===== config.mk =====
export PLATFORM = sky130hd
export DESIGN_NAME = huff_decode_sched
export DESIGN_NICKNAME = d
export VERILOG_FILES = /design/src/rtl/huff_pkg.sv /design/src/rtl/huff_sym_ram.sv /design/src/rtl/huff_decode_sched.sv
export SDC_FILE = /design/constraint.sdc
export NUM_CORES = 2
export LEC_CHECK = 0
export BUFFER_PORTS_ARGS = -buffer_cell sky130_fd_sc_hd__clkbuf_2
export CAP_MARGIN = 15
export CORE_ASPECT_RATIO = 1.75
export CORE_MARGIN = 2
export CORE_UTILIZATION = 61
export DETAILED_ROUTE_END_ITERATION = 12
export MAX_ROUTING_LAYER = met4
export PLACE_DENSITY_LB_ADDON = 0.15
export SLEW_MARGIN = 20
export SYNTH_ARGS = -nofsm -noshare
export SYNTH_HDL_FRONTEND = slang
export SYNTH_SLANG_ARGS = --single-unit

===== constraint.sdc =====
create_clock -name clk -period 14.65 [get_ports clk]
set_input_delay 2.93 -clock clk [delete_from_list [all_inputs] [get_ports clk]]
set_output_delay 2.93 -clock clk [all_outputs]
set_load 0.1 [all_outputs]

===== src/rtl/huff_pkg.sv =====
// Shared types and defaults for the canonical Huffman decode sequencer.
package huff_pkg;
  localparam int DEF_MAX_LEN = 16;
  localparam int DEF_CNT_W   = 9;

  localparam logic CFG_COUNT = 1'b0;
  localparam logic CFG_SYM   = 1'b1;

  typedef enum logic [2:0] {
    S_IDLE,
    S_FETCH,
    S_DECODE,
    S_LOOKUP,
    S_EMIT,
    S_FINISH,
    S_ERROR
  } state_e;
endpackage


===== src/rtl/huff_sym_ram.sv =====
// Symbol table: one write port from configuration, one registered read port.
module huff_sym_ram #(
  parameter int NSYM  = 256,
  parameter int SYM_W = 8,
  parameter int AW    = $clog2(NSYM)
) (
  input  logic             clk,
  input  logic             rst,
  input  logic             we,
  input  logic [AW-1:0]    waddr,
  input  logic [SYM_W-1:0] wdata,
  input  logic             re,
  input  logic [AW-1:0]    raddr,
  output logic [SYM_W-1:0] rdata
);
  logic [SYM_W-1:0] mem_q [NSYM];
  logic [SYM_W-1:0] rdata_d, rdata_q;

  always_ff @(posedge clk) begin
    if (we) mem_q[waddr] <= wdata;
  end

  // Read data holds between reads so the emitted symbol stays stable under backpressure.
  always_comb begin
    rdata_d = rdata_q;
    if (re) rdata_d = mem_q[raddr];
  end

  always_ff @(posedge clk or posedge rst) begin
    if (rst) rdata_q <= '0;
    else     rdata_q <= rdata_d;
  end

  assign rdata = rdata_q;
endmodule


===== src/rtl/huff_decode_sched.sv =====
// Bit-serial canonical Huffman decoder: pulls bytes, walks codes MSB first against
// a per-length count table, looks up the symbol and emits one symbol per code.
module huff_decode_sched
  import huff_pkg::*;
#(
  parameter int MAX_LEN = DEF_MAX_LEN,
  parameter int SYM_W   = 8,
  parameter int NSYM    = 256,
  parameter int CNT_W   = DEF_CNT_W
) (
  input  logic             clk,
  input  logic             rst,
  input  logic             cfg_we,
  input  logic             cfg_sel,
  input  logic [7:0]       cfg_addr,
  input  logic [15:0]      cfg_wdata,
  input  logic             start,
  input  logic [15:0]      num_symbols,
  input  logic [7:0]       in_data,
  input  logic             in_valid,
  output logic             in_ready,
  output logic [SYM_W-1:0] out_sym,
  output logic             out_valid,
  input  logic             out_ready,
  output logic             busy,
  output logic             done,
  output logic             err
);
  localparam int AW     = CNT_W + MAX_LEN;
  localparam int LEN_W  = $clog2(MAX_LEN + 1);
  localparam int RAM_AW = $clog2(NSYM);

  state_e state_q, state_d;
  logic [15:0]       rem_q, rem_d;
  logic [7:0]        sh_q, sh_d;
  logic [3:0]        bits_q, bits_d;
  logic [AW-1:0]     code_q, code_d, first_q, first_d, index_q, index_d;
  logic [LEN_W-1:0]  len_q, len_d;
  logic [RAM_AW-1:0] addr_q, addr_d;
  logic              done_q, done_d, err_q, err_d;
  logic [CNT_W-1:0]  cnt_q [1:MAX_LEN];
  logic [CNT_W-1:0]  cnt_d [1:MAX_LEN];

  logic [CNT_W-1:0]  cnt_cur;
  logic [AW-1:0]     code_cur, offset;
  logic              hit, len_max, cfg_ok;
  logic              unused_cfg;

  assign unused_cfg = ^cfg_wdata[15:CNT_W];
  assign cfg_ok     = cfg_we && (state_q == S_IDLE);

  always_comb begin
    cnt_cur = '0;
    for (int i = 1; i <= MAX_LEN; i++) begin
      if (len_q == LEN_W'(i)) cnt_cur = cnt_q[i];
    end
    code_cur = code_q | AW'(sh_q[7]);
    offset   = code_cur - first_q;
    hit      = offset < AW'(cnt_cur);
    len_max  = len_q == LEN_W'(MAX_LEN);
  end

  always_ff @(posedge clk or posedge rst) begin
    if (rst) state_q <= S_IDLE;
    else     state_q <= state_d;
  end

  always_comb begin
    state_d = state_q;
    case (state_q)
      S_IDLE:   if (start) state_d = (num_symbols == '0) ? S_FINISH : S_FETCH;
      S_FETCH:  if (in_valid) state_d = S_DECODE;
      S_DECODE: begin
        if (hit)                  state_d = S_LOOKUP;
        else if (len_max)         state_d = S_ERROR;
        else if (bits_q == 4'd1)  state_d = S_FETCH;
      end
      S_LOOKUP: state_d = S_EMIT;
      S_EMIT: begin
        if (out_ready) begin
          if (rem_q == 16'd1)      state_d = S_FINISH;
          else if (bits_q == '0)   state_d = S_FETCH;
          else                     state_d = S_DECODE;
        end
      end
      default:  state_d = S_IDLE;
    endcase
  end

  always_comb begin
    in_ready  = state_q == S_FETCH;
    out_valid = state_q == S_EMIT;
    busy      = (state_q != S_IDLE) && (state_q != S_ERROR);
    done      = done_q;
    err       = err_q;
  end

  always_comb begin
    rem_d   = rem_q;
    sh_d    = sh_q;
    bits_d  = bits_q;
    code_d  = code_q;
    first_d = first_q;
    index_d = index_q;
    len_d   = len_q;
    addr_d  = addr_q;
    done_d  = 1'b0;
    err_d   = err_q;
    case (state_q)
      S_IDLE: if (start) begin
        rem_d   = num_symbols;
        sh_d    = '0;
        bits_d  = '0;
        err_d   = 1'b0;
        code_d  = '0;
        first_d = '0;
        index_d = '0;
        len_d   = LEN_W'(1);
      end
      S_FETCH: if (in_valid) begin
        sh_d   = in_data;
        bits_d = 4'd8;
      end
      S_DECODE: begin
        sh_d   = sh_q << 1;
        bits_d = bits_q - 4'd1;
        if (hit) begin
          addr_d  = RAM_AW'(index_q + offset);
          code_d  = '0;
          first_d = '0;
          index_d = '0;
          len_d   = LEN_W'(1);
        end else begin
          // Step to the next length: canonical first code doubles after skipping this length's codes.
          index_d = index_q + AW'(cnt_cur);
          first_d = (first_q + AW'(cnt_cur)) << 1;
          code_d  = code_cur << 1;
          len_d   = len_q + LEN_W'(1);
          if (len_max) err_d = 1'b1;
        end
      end
      S_EMIT:   if (out_ready) rem_d = rem_q - 16'd1;
      S_FINISH: done_d = 1'b1;
      default: ;
    endcase
  end

  always_comb begin
    for (int i = 1; i <= MAX_LEN; i++) begin
      cnt_d[i] = cnt_q[i];
      if (cfg_ok && cfg_sel == CFG_COUNT && cfg_addr == 8'(i)) cnt_d[i] = cfg_wdata[CNT_W-1:0];
    end
  end

  always_ff @(posedge clk or posedge rst) begin
    if (rst) begin
      rem_q   <= '0;
      sh_q    <= '0;
      bits_q  <= '0;
      code_q  <= '0;
      first_q <= '0;
      index_q <= '0;
      len_q   <= LEN_W'(1);
      addr_q  <= '0;
      done_q  <= 1'b0;
      err_q   <= 1'b0;
      for (int i = 1; i <= MAX_LEN; i++) cnt_q[i] <= '0;
    end else begin
      rem_q   <= rem_d;
      sh_q    <= sh_d;
      bits_q  <= bits_d;
      code_q  <= code_d;
      first_q <= first_d;
      index_q <= index_d;
      len_q   <= len_d;
      addr_q  <= addr_d;
      done_q  <= done_d;
      err_q   <= err_d;
      for (int i = 1; i <= MAX_LEN; i++) cnt_q[i] <= cnt_d[i];
    end
  end

  huff_sym_ram #(.NSYM(NSYM), .SYM_W(SYM_W), .AW(RAM_AW)) u_sym_ram (
    .clk   (clk),
    .rst   (rst),
    .we    (cfg_ok && cfg_sel == CFG_SYM),
    .waddr (cfg_addr[RAM_AW-1:0]),
    .wdata (cfg_wdata[SYM_W-1:0]),
    .re    (state_q == S_LOOKUP),
    .raddr (addr_q),
    .rdata (out_sym)
  );
endmodule

Yosys cells after proc, flatten, opt, wreduce, memory -nomap -nowiden
Memories as Yosys holds them, arrays and structs flattened. A register that Yosys moved wholly into a read port is not among the register bits.
Cells that the tools add are included.
- register bits after elaboration: 265
- bits in writable memories: 2048
- bits of input ports: 55
- output and inout bits: 13
- word-level logic and storage cells: 169
- memories: 1
- add/sub/neg operators: 7
- magnitude comparators: 1
- equality and inequality tests: 46
- mux-type cells: 52
- bitwise gates (word level): 2
- reductions and logical operators: 33
- memory list (memory ; words ; bits a word ; read ports ; clocked after Yosys merged registers in ; wr ports ; line ; text):
    u_sym_ram.mem_q ; 256 ; 8 ; 1 ; 1 ; 1 ; huff_sym_ram.sv:16 ; logic [SYM_W-1:0] mem_q [NSYM];
- operators by type and width (operator ; number):
    $pmux W25 S2 ; 3
    $mux W9 ; 16
    $mux W25 ; 4
    $eq A8 B4 Y1 const B ; 8
    $eq A5 B4 Y1 const B ; 8
    $eq A8 B3 Y1 const B ; 4
    $mux W16 ; 2
    $pmux W16 S2 ; 1
    $add A25 B9 Y25 ; 1
    $lt A25 B9 Y1 ; 1
    $or A25 B1 Y25 ; 1
    $sub A25 B25 Y25 ; 1
    $add A24 B9 Y24 ; 1
    $mux W3 ; 8
    $pmux W8 S3 ; 1
    $eq A5 B3 Y1 const B ; 4
    $logic_and A1 B1 Y1 ; 20
    $eq A16 B1 Y1 const B ; 1
    $eq A8 B2 Y1 const B ; 2
    $logic_not A16 Y1 ; 1
    $mux W8 ; 2
    $sub A16 B1 Y16 const B ; 1
    $pmux W3 S5 ; 1
    $pmux W4 S3 ; 1
    30 further kinds ; 48

Longest topological paths before layout
- depth after elaboration: 20
- depth in mapped cells: 27
- mapped depth without buffers: 24

By module
Synthesis repeated with hierarchy kept, for this count alone.
- cell total of the unflattened synthesis: 5365
- area total of the unflattened synthesis: 94938.6 µm²
- by module, submodules not included (module ; times used ; cells each ; area an instance (µm²) ; sequential area each (µm²)):
    huff_sym_ram ; 1 ; 3933 ; 80209.4 ; 61699.2
    huff_decode_sched ; 1 ; 1432 ; 14729.1 ; 6157.2

Worst setup path before layout
Ideal clock, no wire load.
- kind: flip-flop to output port
- start point: register state_q[2]
- end point: output out_valid
- arrival time: 2.191 ns
- data required time: 11.720 ns
- path slack: 9.529 ns
- cell stages (with the launch flop): 7
- path buffers: 3
- cell sequence: dfrtp_1 nor2b_1 nand2b_1 clkbuf_1 inv_1 clkbuf_1 clkbuf_1
- word-level cells in the longest chain between the ends: 1
- ends and longest elaborated chain (what ; line ; text):
    start: declaration ; huff_decode_sched.sv:33 ; state_e state_q, state_d;
    start signal: assignment ; huff_decode_sched.sv:65 ; else state_q <= state_d;
    $eq A3 B3 Y1 ; huff_decode_sched.sv:92 ; out_valid = state_q == S_EMIT;
    end: declaration ; huff_decode_sched.sv:23 ; output logic out_valid,
Every way passes these cells.

Worst setup path after layout
- start point: register len_q[0]
- end point: register first_q[20]
- word-level cells in the longest chain between the ends: 20
- elaborated cells between the ends (all ways): 36
- those cells by class: add/sub: 1; order compare: 1; eq/ne: 16; mux: 18
- ends and longest elaborated chain (what ; line ; text):
    start: declaration ; huff_decode_sched.sv:38 ; logic [LEN_W-1:0] len_q, len_d;
    start signal: assignment ; huff_decode_sched.sv:175 ; len_q <= len_d;
    $eq A5 B1 Y1 ; huff_decode_sched.sv:55 ; if (len_q == LEN_W'(i)) cnt_cur = cnt_q[i];
    $mux W9 (15 in series) ; huff_decode_sched.sv:55 ;
    $mux W9 (*) ; huff_decode_sched.sv:55 ;
    $add A24 B9 Y24 / $lt A25 B9 Y1 (equally long branches) ; huff_decode_sched.sv:136, huff_decode_sched.sv:59 ;
    $mux W25 (*) ; huff_decode_sched.sv:127 ; if (hit) begin
    $pmux W25 S2 (*) ; huff_decode_sched.sv:109 ; case (state_q)
    end signal: assignment ; huff_decode_sched.sv:173 ; first_q <= first_d;
    end: declaration ; huff_decode_sched.sv:37 ; logic [AW-1:0] code_q, code_d, first_q, first_d, index_q, index_d;
Mark *: on every way between the ends. The rest lies on a longest branch, timed or not.
A chain may end at the register's enable or synchronous reset.

==> out/results.ini <==
[outcome]
run_status = completed

[worst_setup_path]
cp_max_fo = 21
arrival_ns = 7.48
setup.worst_path.start = len_q[0]$_DFFE_PP1P_
r2r_start = len_q[0]$_DFFE_PP1P_
critPathLaunchType = register
cp_data_required_time_ns = 15.32
critPathCaptureType = register
crit_type = register to register

[power]
ir_drop_v = 0.000221
swShare_pct = 25.6
switching_power_uw = 3770
pwr-share-seq_pct = 49.9
power_frac_clock_pct = 35.5
leakagePower_uw = 0.0326
p_int_uw = 10900
p_comb_share_pct = 14.6
pwr_density_cell_nw_per_um2 = 144

[synthesis]
syn_avg_cell_area_um2 = 19.9
synth-main-ff-cell = edfxtp_1
synth_edf_count = 2048
synth_fp_nets = 4808
async_reset_ff_share_pct = 11.0
yosysMostFrequentCell = edfxtp_1
syn_area_um2 = 93500
synth_cell_types = 87
yosys-top-cells-area = edfxtp_1 66%, mux4_2 16%, dfrtp_1 6.8%
ys_ff_latch = 2302
synth_commonest_cells = 2048 x edfxtp_1, 672 x mux4_2, 358 x nor2_1
syn_inst = 4687
ys_warn_count = 0
yosysTopAreaCell = edfxtp_1
ys_seq_area_share_pct = 72.6
synth_top_area_share_pct = 65.8

[drt]
wire_per_inst_um = 31.1
routed_wl_um = 216000
wl_met3_um = 12300
num_vias = 45800
drtIter0Drc = 4227
wl_met1_um = 74800
wl_met2_um = 119000
viasPerCell = 6.60
post-route-drc-count = 0
first_pass_iters = 8
antenna_left = 0
top_layer = met4

[die]
core_area_um2 = 153000
io_pins = 68
die_area_um2 = 157000
row_count = 190
dieHeight_um = 522
start_util_pct = 61.3
die_x_um = 300

[clock_network]
ctsHoldBuffers = 0
ctsHtreeMaxLevel = 4
cts_resized = 0
root_buffer = clkbuf_16
numClockSinks = 2302
cts_tree = yes
clock_latency_ns = 0.85
clockBufferDepth = 4
clkSlewWorstSetupHoldPaths_ns = 0.06
post_cts_buffers = 0
cts_buffers = 203

[grt]
grt_pass1_wl_um = 315000
grt_max_degree = 174
grt_pass1_vias = 46800
overflow = 0
grtUsageTotal_pct = 28.8
antenna_found_initial = 10

[sta]
setup_tns_ns = 0
fin_crit_ns = 6.81
maxSlewViolCount = 0
hold_viol_final = 0
setup_violations = 0
finClkSkew_ns = 0.0467
min_period_over_period_pct = 46.5
slew_headroom_pct = 17.5
rsz0062_at_grt = no
tightest_slew_ns = 1.24
fmaxAchievable_mhz = 147

[placement]
gp_congestion = 0.877
dp_hpwl_um = 135000
port_buffers = 60

[layout]
area_delta_synth_final_pct = 9.41
drive_gt1_share_pct = 26.1
multi_input_comb_area_um2 = 24300
seq_area_um2 = 67900
final_util_pct = 67.0
fillers = 9833
nets = 4885

[worst_hold_path]
hp-class = register to register
min_from = rem_q[14]$_DFFE_PP0P_

[job]
maxCapViolCount = 0

worst paths after layout:
check / to / slack (ns) / cells past startpoint
setup / recovery: first_q[20]$_DFFE_PP0P_ / 7.84 / 22
setup reg to reg: first_q[20]$_DFFE_PP0P_ / 7.84 / 22
hold reg to reg: rem_q[14]$_DFFE_PP0P_ / 0.49 / 2
max in group asynchronous: cnt_q[35]$_DFFE_PP0P_ / 10.95 / 3
min in group asynchronous: sh_q[5]$_DFFE_PP0P_ / 2.29 / 2
hold / removal: rem_q[14]$_DFFE_PP0P_ / 0.49 / 2
registers in the layout, summed over array words and instances, names as in the netlist:
| register | flops |
|---|---|
| len_q | 5 |
| code_q | 24 |
| done | 1 |
| index_q | 8 |
| u_sym_ram.rdata | 8 |
| rem_q | 16 |
| err | 1 |
| cnt_q | 144 |
| sh_q | 8 |
| addr_q | 8 |
| first_q | 24 |
| state_q | 3 |
| bits_q | 4 |
| u_sym_ram.mem_q | 2048 |
through the flow:
step | area, um2 | std cells | setup WS, ns | hold slack [ns] | total power (uW)
2_1_floorplan | 93500 | 4687 | 4.74 | 0.441 | 8950
3_3_place_gp | 95800 | 6571 | 8.01 | 0.466 | 9580
3_5_place_dp | 95800 | 6571 | 7.97 | 0.475 | 9610
4_1_cts | 102000 | 6927 | 7.91 | 0.486 | 14800
5_1_grt | 102000 | 6938 | 7.36 | 0.514 | 15200
6_report | 102000 | 6942 | 7.84 | 0.486 | 14700
critical path, cell delays in order (launching register included):
cell and delay, ns:
dfstp_2 0.58, ha_1 0.43, nor2b_1 0.57, and2_1 0.37, a22oi_1 0.13, o211ai_1 0.25
o21ai_0 0.18, o211ai_1 0.20, o21ai_0 0.15, a31oi_1 0.27, a211oi_1 0.14, o32a_1 0.34
ha_1 0.32, nand4_1 0.09, nor2_1 0.10, a221oi_1 0.39, o2111ai_1 0.16, nor4_1 0.29
o2111a_1 0.31, nand4bb_1 0.13, or2_2 0.34, nand2_1 0.61, o21ai_0 0.26
cell usage in the layout (no fill, tap or decap), types with 8 or more instances in the layout:
master	synthesis	layout
or3_1	11	11
ha_1	62	62
a21o_1	19	19
bufinv_16	0	19
nor2b_1	20	20
a211oi_1	11	11
xnor2_1	34	34
o21a_1	15	15
mux4_2	672	672
nand4_1	9	9
nor3_1	32	31
a22oi_1	14	14
o21ai_0	93	93
inv_1	64	63
o2111ai_1	8	8
clkbuf_1	149	43
nor3b_1	8	8
nand2_1	141	141
nor2_1	358	358
xor2_1	9	9
mux2_2	168	168
a31oi_1	13	13
clkinv_2	0	37
and3_1	8	8
nand3_1	39	39
a22o_1	38	38
a221oi_1	19	19
nand2b_1	13	13
dfrtp_1	253	247
clkbuf_2	2	52
nor4_1	14	14
o211ai_1	14	14
buf_4	4	57
edfxtp_1	2048	2048
clkinv_1	0	37
buf_8	1	8
diode_2	0	11
clkbuf_16	0	205
o22ai_1	20	20
a21oi_1	89	89
cell type report:
type                    count  share of cell area (%)
flip-flops and latches   2302                    66.4
multi-input cells        2064                    23.7
clock buffers             250                    5.20
well taps                2016                    2.47
repair buffers            129                    1.02
clock inverters           106                   0.982
inverters                  64                   0.242
diodes                     11                  0.0269
power by group through the flow:
stage                     Sequential, uW  Clock, uW  Combinational (uW)
after global placement              7480          0                2100
final                               7350       5220                2140
after floorplan                     7520          0                1420
after global routing                7350       5500                2330
after CTS                           7340       5290                2140
after detailed placement            7490          0                2120
metal layers:
metal	vias to the layer above	GRT usage [%]
li1	19400	-
met1	24300	33.7
met2	1708	51.0
met3	431	3.28
met4	0	11.4
met5	-	-
logic make-up (layout without fill, tap and decap cells):
logic type,count (synthesis),in the layout,synth area share (%)
AOI/OAI and AO/OA,414,414,2.97
xor gates and xnor gates,43,43,0.403
other,0,11,0
adders and majority gates,66,66,0.915
DFF,2302,2302,72.6
and+or+nand+nor,695,695,3.35
buffers and inverters,321,549,1.52
muxes,846,846,18.3
No activity file was read; power rests on OpenSTA's default activity.
